### config.mk
export PLATFORM = sky130hd
export DESIGN_NAME = coffee_brew_ctrl
export DESIGN_NICKNAME = d
export VERILOG_FILES = /design/src/rtl/coffee_brew_ctrl.sv
export SDC_FILE = /design/constraint.sdc
export NUM_CORES = 1
export LEC_CHECK = 0
export CELL_PAD_IN_SITES_DETAIL_PLACEMENT = 2
export CELL_PAD_IN_SITES_GLOBAL_PLACEMENT = 2
export CORE_ASPECT_RATIO = 0.5
export CORE_UTILIZATION = 28
export CTS_CLUSTER_DIAMETER = 60
export DETAILED_ROUTE_END_ITERATION = 10
export GPL_TIMING_DRIVEN = 1
export PLACE_DENSITY = 0.75
export SLEW_MARGIN = 40
export SYNTH_ARGS = -nofsm -noshare
export SYNTH_HDL_FRONTEND = slang
export SYNTH_SLANG_ARGS = --single-unit
### constraint.sdc
create_clock -name clk -period 2.1 [get_ports clk]
set_clock_uncertainty 0.2 [all_clocks]
set_input_delay 0.315 -clock clk [delete_from_list [all_inputs] [get_ports clk]]
set_output_delay 0.315 -clock clk [all_outputs]
set_load 0.03 [all_outputs]
### src/rtl/coffee_brew_ctrl.sv
// coffee_brew_ctrl: Moore FSM sequencing one cup through check, grind, heat,
// pour, optional change dispense and a done pulse, with a latched fault state.
// Every output is decoded from the registered state only. The state code is
// exported on 'state' for debug and checker binding.
module coffee_brew_ctrl #(
  parameter int T_GRIND    = 4,
  parameter int T_HEAT_MAX = 10,
  parameter int T_POUR     = 6
) (
  input  logic       clk,
  input  logic       reset,
  input  logic       vend_req,
  input  logic       change_req,
  input  logic       cup_present,
  input  logic       water_ok,
  input  logic       heat_ready,
  input  logic       fault_clr,
  output logic       grinder_on,
  output logic       heater_on,
  output logic       pump_on,
  output logic       change_out,
  output logic       busy,
  output logic       done,
  output logic       fault,
  output logic [2:0] state
);

  typedef enum logic [2:0] {
    IDLE   = 3'd0,
    CHECK  = 3'd1,
    GRIND  = 3'd2,
    HEAT   = 3'd3,
    POUR   = 3'd4,
    CHANGE = 3'd5,
    DONE   = 3'd6,
    FAULT  = 3'd7
  } state_t;

  // The counter is loaded with duration-1 on phase entry, so a phase lasts
  // exactly 'duration' cycles and exits in the cycle the counter reads zero.
  localparam logic [7:0] GRIND_LD = 8'(T_GRIND - 1);
  localparam logic [7:0] HEAT_LD  = 8'(T_HEAT_MAX - 1);
  localparam logic [7:0] POUR_LD  = 8'(T_POUR - 1);

  state_t     state_q, state_d;
  logic [7:0] cnt_q, cnt_d;
  logic       chg_pend_q, chg_pend_d;

  // State, phase counter and pending-change flag; reset clears all at once.
  always_ff @(posedge clk or negedge reset) begin
    if (!reset) begin
      state_q    <= IDLE;
      cnt_q      <= 8'd0;
      chg_pend_q <= 1'b0;
    end else begin
      state_q    <= state_d;
      cnt_q      <= cnt_d;
      chg_pend_q <= chg_pend_d;
    end
  end

  // Next-state, counter and change-flag logic.
  always_comb begin
    state_d    = state_q;
    cnt_d      = cnt_q;
    chg_pend_d = chg_pend_q;
    case (state_q)
      IDLE: begin
        // vend_req is only looked at here; elsewhere it is simply dropped.
        if (vend_req) begin
          state_d    = CHECK;
          chg_pend_d = change_req;
        end
      end
      CHECK: begin
        if (cup_present && water_ok) begin
          state_d = GRIND;
          cnt_d   = GRIND_LD;
        end else begin
          state_d = FAULT;
        end
      end
      GRIND: begin
        if (cnt_q == 8'd0) begin
          state_d = HEAT;
          cnt_d   = HEAT_LD;
        end else begin
          cnt_d = cnt_q - 8'd1;
        end
      end
      HEAT: begin
        if (heat_ready) begin
          state_d = POUR;
          cnt_d   = POUR_LD;
        end else if (cnt_q == 8'd0) begin
          state_d = FAULT;
        end else begin
          cnt_d = cnt_q - 8'd1;
        end
      end
      POUR: begin
        // A missing cup overrides the pour timer.
        if (!cup_present) begin
          state_d = FAULT;
        end else if (cnt_q == 8'd0) begin
          state_d = chg_pend_q ? CHANGE : DONE;
        end else begin
          cnt_d = cnt_q - 8'd1;
        end
      end
      CHANGE: begin
        chg_pend_d = 1'b0;
        state_d    = DONE;
      end
      DONE: begin
        state_d = IDLE;
      end
      FAULT: begin
        // Pending change is held through the fault and dropped on clear.
        if (fault_clr) begin
          state_d    = IDLE;
          chg_pend_d = 1'b0;
        end
      end
      default: begin
        state_d = IDLE;
      end
    endcase
  end

  // Output decode from the registered state only; one actuator per state.
  assign grinder_on = (state_q == GRIND);
  assign heater_on  = (state_q == HEAT);
  assign pump_on    = (state_q == POUR);
  assign change_out = (state_q == CHANGE);
  assign done       = (state_q == DONE);
  assign fault      = (state_q == FAULT);
  assign busy       = (state_q != IDLE);
  assign state      = state_q;

endmodule

==> results of run 1 <==
[layer usage]
layer	up-vias	share of wire, %
met2	20	50
li1	483	-
met1	513	45
met4	0	1.5
met3	5	3.3
met5	-	0
[final timing paths]
kind	endpoint	slack, ns	cells past startpoint
setup / recovery	state[1]	0.05	2
hold / removal	chg_pend_q	0.26	1
hold reg to reg	cnt_q[7]	0.31	1
setup reg to reg	cnt_q[0]	0.06	7
min in group clk	cnt_q[7]	0.31	1
max in group asynchronous	cnt_q[4]	0.98	1
[worst max-delay path: stages, from the launching register on]
cell and delay (ns):
dfrtp_1 0.40, buf_4 0.19, clkdlybuf4s50_1 0.68
[synthesized netlist by cell type, types with 2 or more instances]
| master | number |
|---|---|
| buf_2 | 3 |
| nor3_1 | 6 |
| a32oi_1 | 2 |
| a31oi_1 | 5 |
| a21o_1 | 3 |
| mux2i_1 | 2 |
| a21oi_1 | 4 |
| nor2_1 | 13 |
| o21ai_0 | 5 |
| o2bb2ai_1 | 4 |
| nand2_1 | 5 |
| dfrtp_1 | 12 |
| a211oi_1 | 3 |
| a41oi_1 | 2 |
| a2bb2oi_1 | 2 |
| nand3_1 | 4 |
| inv_1 | 8 |
| ha_1 | 3 |
| buf_6 | 3 |
[flip-flops by register name, indices dropped and copies added, names as in the netlist]
register	flops
cnt_q	8
chg_pend_q	1
state	3
[metrics by stage]
stage | total power, mW | setup WS (ns) | hold WS, ns
final | 2.40 | 0.0533 | 0.257
after global routing | 2.56 | 0.00166 | 0.306
after CTS | 2.38 | 0.0474 | 0.292
after detailed placement | 2.09 | 0.00774 | 0.303
after global placement | 2.02 | 0.0484 | 0.278
after floorplan | 1.52 | 0.0334 | -0.181
[report_power, final]
group | switching, mW | internal (mW)
registers | 0.125 | 0.328
logic | 0.947 | 0.722
clock network | 0.112 | 0.167
[layout make-up]
type / instances / area (um2)
Inverter: 8 / 30.0
Fill cell: 356 / 1810
Tap cell: 48 / 60.1
Sequential cell: 12 / 304
Clock buffer: 4 / 55.1
Multi-Input combinational cell: 84 / 616
Timing Repair Buffer: 36 / 295
[kinds of logic after synthesis]
logic type | after synthesis | synth area share [%]
buffers and inverters | 16 | 8.79
AOI/OAI and AO/OA | 39 | 30.4
and+or+nand+nor | 38 | 21.9
adders and majority gates | 3 | 3.82
DFF | 12 | 30.6
xor gates and xnor gates | 1 | 0.892
muxes | 3 | 3.57
[what timing repair did]
item / 4_1_cts / 5_1_grt
setup buffers: 0 / 2
pin swaps: 0 / 1
endpoints found under the setup margin: 4 / 1
gates cloned: 0 / 0
endpoints found under the hold margin: 0 / 0
resized for setup: 4 / 4
==> metrics.txt, run 1 <==
status=complete, no violations; vias in the first global route=1031; top_reg_cell synth=dfrtp_1; cell accounting for the most synthesized area=dfrtp_1; Max Buffers Root-to-Sink=2; Lkg Pwr=0.589 nW; Post-Synthesis Cells=112; gr ovfl total=0; fin nets=156; setup tns final=0 ns; commonest non-fill, non-tap cell in the layout=buf_4; max-cap violation count=0; Least-Margin Pin Slew=0.654 ns; register bit total from synthesis=12; post-synthesis sequential area ratio=30.6%; Tmin final=2.05 ns; detailed-router iteration count before antenna repair=4; Root Buffer=clkbuf_8; Clk pin slew, worst setup/hold paths=0.06 ns; worst skew pair latency=0.26 ns; Final setup viols=0; row count=14; Via density=5.32; DRT Wirelength=3490 um; share of synthesized registers carrying an async set or reset=100%; Synth Area per Inst=8.77 um2; initial core utilization=31.0%; DP HPWL=2500 um; RSZ-0062 raised after global routing=false; initial antenna violation count=0; syn nets=123; Max transition margin=56.3%; layout cells sized above 1=29.2%; RR Startpoint=cnt_q[3]; Hold Fails Final Rpt=0; final non-filler cell total=192; die height=43.9 um; Power Density=1760 mW/mm2; Final Slew Violations=0; cts hold-fix bufs=0; Via Count=1021; GR Util met3=4.19%; Peak supply drop=0.701 mV; Crit Path Max Fanout=10; WL per Instance=18.2 um; number of flops mapped to enable cells by yosys=0; Crit. Startpoint=state[1]; Worst setup EP type=primary output; YS warnings=0; met2 GRT Util=36.3%; Post-Syn Area=982 um2; Peak Freq=0.489 GHz; Finished Core Util=42.9%; grt peak-use layer=met2; # clock sinks=12; die area=0.00376 mm2; DRT iter0 DRCs=61; CP Class=flop to primary output; GPL Wtd Cong=0.741; Chip Width=85.8 um; Ports=18; GR Util met1=24.4%; gr usage total=20.2%; Netlist cell types=42; CTS buffer count=3; Final period util=97.5%; DR DRC count=0; Area contributors post-synth=dfrtp_1, nor2_1, ha_1; Hold Crit Class=input pin to asynchronous set/reset pin; placed cell count=186; top cell type's share of synthesized area=30.6%; total number of H-tree levels=1; first-pass GRT wire length=5460 um; Syn-to-layout area delta=38.5%; commonest cells after routing, fill and taps aside=buf_4, nor2_1, dfrtp_1; CP required=1.58 ns; # diodes=0; Core Region=0.00317 mm2; largest net degree at the start of global routing=13; antenna viol nets, final=0; crit path DAT=1.53 ns; final instance area=0.00136 mm2; Area after DPL=0.00129 mm2; Startpoint Class=flop; CTS tree=done; PortBufs=17
No activity file was read; power rests on OpenSTA's default activity.
==> run 2: changes to the inputs <==
--- a/config.mk
+++ b/config.mk
@@ -13,6 +13,7 @@
 export DETAILED_ROUTE_END_ITERATION = 10
 export GPL_TIMING_DRIVEN = 1
 export PLACE_DENSITY = 0.75
+export SKIP_LAST_GASP = 1
 export SLEW_MARGIN = 40
 export SYNTH_ARGS = -nofsm -noshare
 export SYNTH_HDL_FRONTEND = slang
==> results of run 2 <==
Final layout, timing and power as in run 1 (identical DEF).
